<file path="src/rtl/universal_shiftreg.sv">
// Universal shift register with a start/done handshake: load, hold, SHL, SHR,
// ROL, ROR and ASR, multi-position shifts executed one position per clock.
module universal_shiftreg #(
  parameter int unsigned WIDTH = 8,
  parameter int unsigned AMT_W = 3
) (
  input  logic             clk,
  input  logic             res,
  input  logic             pre,
  input  logic             start,
  input  logic [2:0]       mode,
  input  logic [AMT_W-1:0] amt,
  input  logic [WIDTH-1:0] din,
  input  logic             sin,
  output logic [WIDTH-1:0] q,
  output logic             sout,
  output logic             busy,
  output logic             done
);

  localparam logic [0:0] ST_IDLE  = 1'b0;
  localparam logic [0:0] ST_SHIFT = 1'b1;

  localparam logic [2:0] M_HOLD = 3'b000;
  localparam logic [2:0] M_LOAD = 3'b001;
  localparam logic [2:0] M_SHL  = 3'b010;
  localparam logic [2:0] M_SHR  = 3'b011;
  localparam logic [2:0] M_ROL  = 3'b100;
  localparam logic [2:0] M_ROR  = 3'b101;
  localparam logic [2:0] M_ASR  = 3'b110;

  logic [0:0]       state_q, state_d;
  logic [WIDTH-1:0] q_q, q_d;
  logic             sout_q, sout_d;
  logic             busy_q, busy_d;
  logic             done_q, done_d;
  logic [2:0]       mode_q, mode_d;
  logic [AMT_W-1:0] cnt_q, cnt_d;

  // Next-state and data path
  always_comb begin
    state_d = state_q;
    q_d     = q_q;
    sout_d  = sout_q;
    busy_d  = busy_q;
    done_d  = 1'b0;
    mode_d  = mode_q;
    cnt_d   = cnt_q;

    case (state_q)
      ST_IDLE: begin
        if (start) begin
          case (mode)
            M_LOAD: begin
              q_d    = din;
              done_d = 1'b1;
            end
            M_SHL, M_SHR, M_ROL, M_ROR, M_ASR: begin
              if (amt == '0) begin
                done_d = 1'b1;
              end else begin
                mode_d  = mode;
                cnt_d   = amt;
                busy_d  = 1'b1;
                state_d = ST_SHIFT;
              end
            end
            default: done_d = 1'b1;
          endcase
        end
      end
      ST_SHIFT: begin
        case (mode_q)
          M_SHL: begin
            q_d    = {q_q[WIDTH-2:0], sin};
            sout_d = q_q[WIDTH-1];
          end
          M_SHR: begin
            q_d    = {sin, q_q[WIDTH-1:1]};
            sout_d = q_q[0];
          end
          M_ROL: begin
            q_d    = {q_q[WIDTH-2:0], q_q[WIDTH-1]};
            sout_d = q_q[WIDTH-1];
          end
          M_ROR: begin
            q_d    = {q_q[0], q_q[WIDTH-1:1]};
            sout_d = q_q[0];
          end
          M_ASR: begin
            q_d    = {q_q[WIDTH-1], q_q[WIDTH-1:1]};
            sout_d = q_q[0];
          end
          default: q_d = q_q;
        endcase
        cnt_d = AMT_W'(cnt_q - AMT_W'(1));
        if (cnt_q == AMT_W'(1)) begin
          busy_d  = 1'b0;
          done_d  = 1'b1;
          state_d = ST_IDLE;
        end
      end
      default: state_d = ST_IDLE;
    endcase
  end

  // Reset beats preset beats normal operation; both abort a running shift
  always_ff @(posedge clk) begin
    if (res) begin
      state_q <= ST_IDLE;
      q_q     <= '0;
      sout_q  <= 1'b0;
      busy_q  <= 1'b0;
      done_q  <= 1'b0;
      mode_q  <= M_HOLD;
      cnt_q   <= '0;
    end else if (pre) begin
      state_q <= ST_IDLE;
      q_q     <= '1;
      sout_q  <= 1'b0;
      busy_q  <= 1'b0;
      done_q  <= 1'b0;
      mode_q  <= M_HOLD;
      cnt_q   <= '0;
    end else begin
      state_q <= state_d;
      q_q     <= q_d;
      sout_q  <= sout_d;
      busy_q  <= busy_d;
      done_q  <= done_d;
      mode_q  <= mode_d;
      cnt_q   <= cnt_d;
    end
  end

  assign q    = q_q;
  assign sout = sout_q;
  assign busy = busy_q;
  assign done = done_q;

endmodule

</file>
<file path="config.mk">
export PLATFORM = sky130hd
export DESIGN_NAME = universal_shiftreg
export DESIGN_NICKNAME = d
export VERILOG_FILES = /design/src/rtl/universal_shiftreg.sv
export SDC_FILE = /design/constraint.sdc
export NUM_CORES = 1
export LEC_CHECK = 0
export CAP_MARGIN = 20
export CORE_MARGIN = 4
export CORE_UTILIZATION = 48
export CTS_CLUSTER_DIAMETER = 80
export DETAILED_ROUTE_END_ITERATION = 8
export PLACE_DENSITY = 0.79
export SETUP_SLACK_MARGIN = 0.2
export SLEW_MARGIN = 0
export SYNTH_ARGS = -nofsm -noshare
export SYNTH_HDL_FRONTEND = slang
export SYNTH_SLANG_ARGS = --single-unit
</file>
<file path="constraint.sdc">
create_clock -name clk -period 2.1 [get_ports clk]
set_input_delay 0.525 -clock clk [delete_from_list [all_inputs] [get_ports clk]]
set_output_delay 0.525 -clock clk [all_outputs]
set_load 0.02 [all_outputs]
</file>
==> results.md <==
- Outcome: completed
- Synth top cells by count: dfxtp_1 (18), a21oi_1 (10), nor2_1 (10)
- Worst Path Required: 1570 ps
- Core area: 0.002255 mm^2
- Critical path peak fanout: 4
- Kind of critical path: reg -> out
- Largest net degree at the start of global routing: 15
- Final Hold Fails: 0
- Vias per cell: 5.935
- Worst-skew pair later-pin latency: 290 ps
- # rows: 17
- Final RePlAce weighted congestion: 0.8019
- Clk buf depth: 2
- FF-to-FF path depth: 5
- Family with the most delay on the worst path: buffers and inverters
- IO Pins: 30
- Power per standard cell area: 535.3 mW/mm^2
- Worst R2R Start: mode_q[1]
- Vias: 1187
- Clk_skew: 1.008 ps
- Setup crit start kind: flop
- Yosys cell types: 41
- Critical-path top delay cell: clkdlybuf4s50_1
- Prevailing post-synth register cell: dfxtp_1
- Top-area cell type share of the netlist area: 31.34%
- Leak Pwr: 0.6190 nW
- Synth Net Count: 159
- Max VDD drop: 376.0 uV
- Total CTS buffers: 3
- R2R Setup Slk: 420 ps
- Final worst slack: 255.7 ps
- Critical Path End: q[4]
- TritonCTS clock tree: built
- Synth Warn #: 0
- Residual DRC: 0
- DR WL/cell: 14.75 um
- RSZ-0062 raised after global routing: no
- Synth Area in Compound Gates: 28.73%
- Top cell type by total area after synthesis: dfxtp_1
- Global-route wire length before repair: 5112 um
- Worst-path cell chain: clkdlybuf4s50_1
- Setup TNS: 0 ps
- GR Overflow Total: 0
- Tcrit/Tclk final: 87.82%
- Worst path arrival time: 1320 ps
- Post-synthesis mux area share: 8.923%
- Dpl cell area: 0.001493 mm^2
- Clk slew on worst S/H paths: 110 ps
- Post-layout min period: 1844 ps
- Starting Density: 51.00%
- Worst setup startpoint: q[4]
- Hold_sp: cnt_q[1]
- Initial antenna violation count: 0
- Share of layout cells above drive strength 1: 11.63%
- #FFs+latches synth: 18
- Register area: 360.3 um^2
- Sequential element share of the synthesized area: 31.34%
- Most frequent cell after synthesis: dfxtp_1
- Routed WL: 2950 um
- Port Buffer Count: 29
- H-tree Lvls: 1
- Hold Path Class: reg -> reg
- Worst path max stage delay: 640 ps
- Die X: 56.95 um
- Sink Count: 18
- Area of the die: 0.003243 mm^2
- Multi-input logic area: 709.4 um^2
- Asr flop ratio synth: 0%
- Nature of the critical path endpoint: output port
- Root buffer cell: clkbuf_4
- Reg-to-reg critical path endpoint: q[4]
- Rel. slew slack: 70.92%
- Die H: 56.95 um
- Syn-to-layout area delta: 34.71%
- Worst-margin pin slew: 435.6 ps
- Placement Setup Slack: -115.6 ps
- Highest clock rate: 542.2 MHz
- Drt pass-1 iters: 6
- Syn Inst Count: 138
- Hold_buf cts: 0
- Vias in the first global route: 1151
- Antenna cell count: 0
- Max Cap Violations: 0
- Total GRT Usage: 19.48%
- Final core utilization: 68.70%
- Cell count along the critical path: 1
- Number of synthesized flops with an enable pin: 0
- Largest family of logic cells by synthesized area: compound AO/OA/AOI/OAI gates
- Dpl hpwl: 2270 um
- Drt initial violations: 36
- Fin. max-slew vios: 0
- Syn avg cell area: 8.332 um^2
- Final setup vio count: 0
- Synth top area cells: dfxtp_1 (31%), a32o_1 (7.0%), mux2i_1 (7.0%), a21oi_1 (4.4%), or3_1 (3.8%)
- FILL cells: 195
- Mapped cell area: 0.001150 mm^2
- Post-synthesis xor/xnor area fraction: 0.7617%
- Post-DRT Antenna Nets: 0
- Synth Area in Simple Gates: 21.11%
- Worst path bufs/invs: 1
- Final instance area: 0.001549 mm^2
- Post-synthesis adder-cell area fraction: 2.176%
- Post-layout net count: 194
## what timing repair did
| item | in CTS | in global routing |
|---|---|---|
| endpoints found under the setup margin | 3 | 7 |
| setup buffers | 0 | 1 |
| endpoints found under the hold margin | 0 | 0 |
| gates resized for setup | 3 | 6 |
| pin swaps | 0 | 2 |
## per-stage QoR
| step | hold WS (ps) | instances | total power [mW] |
|---|---|---|---|
| after floorplan | 427.1 | 138 | 0.5148 |
| after CTS | 462.0 | 199 | 0.8331 |
| final | 460.0 | 200 | 0.8291 |
| after global placement | 437.1 | 195 | 0.6141 |
| after global routing | 489.0 | 200 | 0.8823 |
| after detailed placement | 446.1 | 195 | 0.6213 |
## logic make-up (layout without fill, tap and decap cells)
family                   after synthesis  after routing
AO/OA/AOI/OAI                         46             46
AND/OR/NAND/NOR                       44             44
flip-flops                            18             18
buffers and inverters                 17             51
multiplexers                          10             10
adder cells (fa/ha/maj)                2              2
XOR/XNOR                               1              1
## worst min-delay path by stage
stage | endpoint | slack (ps) | depth (start not counted)
after floorplan | cnt_q[1] | 430 | 2
after global placement | cnt_q[1] | 440 | 2
after detailed placement | cnt_q[1] | 450 | 2
after CTS | cnt_q[1] | 460 | 2
after global routing | cnt_q[1] | 490 | 2
final | cnt_q[1] | 460 | 2
## layout make-up
type / count / area share [%]
sequential: 18 / 23.26
tap: 28 / 2.262
timing repair buffer: 39 / 24.39
multi-input combinational: 103 / 45.80
clock buffer: 4 / 2.342
inverter: 8 / 1.939
## layout by cell type, fill, tap and decap left out, types with 3 or more instances in the layout
| cell | synthesis | final |
|---|---|---|
| clkdlybuf4s50_1 | 0 | 21 |
| nor2_1 | 10 | 10 |
| o22ai_1 | 3 | 3 |
| clkbuf_4 | 0 | 3 |
| mux2i_1 | 8 | 8 |
| buf_4 | 1 | 9 |
| nand2_1 | 9 | 9 |
| o21ai_0 | 6 | 6 |
| a21oi_1 | 10 | 10 |
| nor3_1 | 3 | 3 |
| or3_1 | 7 | 7 |
| inv_1 | 8 | 8 |
| o211ai_1 | 3 | 3 |
| dfxtp_1 | 18 | 18 |
| o21ai_1 | 3 | 3 |
| nand2b_1 | 3 | 3 |
| dlymetal6s2s_1 | 0 | 5 |
| dlygate4sd2_1 | 0 | 3 |
| a32o_1 | 8 | 8 |
## flip-flops by register name (all words and copies together) (netlist names)
| register | cells |
|---|---|
| sout | 1 |
| state_q | 1 |
| done | 1 |
| mode_q | 3 |
| cnt_q | 3 |
| q | 8 |
| busy | 1 |
## layer usage
metal  vias up  part of all wire [%]  GRT usage (%)
li1        584                     -              -
met1       549                    46          26.72
met2        50                    45          30.67
met3         4                   7.7          3.846
met4         0                   1.3          6.291
met5         -                     0              0
## worst reg2reg max path, cell delays in order, from the launching register on
cell,delay [ps]
dfxtp_1,570
xor2_1,230
mux2_2,270
mux2i_1,210
nand2_1,80
a32o_1,240
## power by group
part / leakage (nW) / switching [mW] / internal [mW]
Combinational: 0.450 / 0.0985 / 0.116
Clock: 0.0210 / 0.112 / 0.106
Sequential: 0.148 / 0.0323 / 0.364
(Power assumes the default switching activity.)
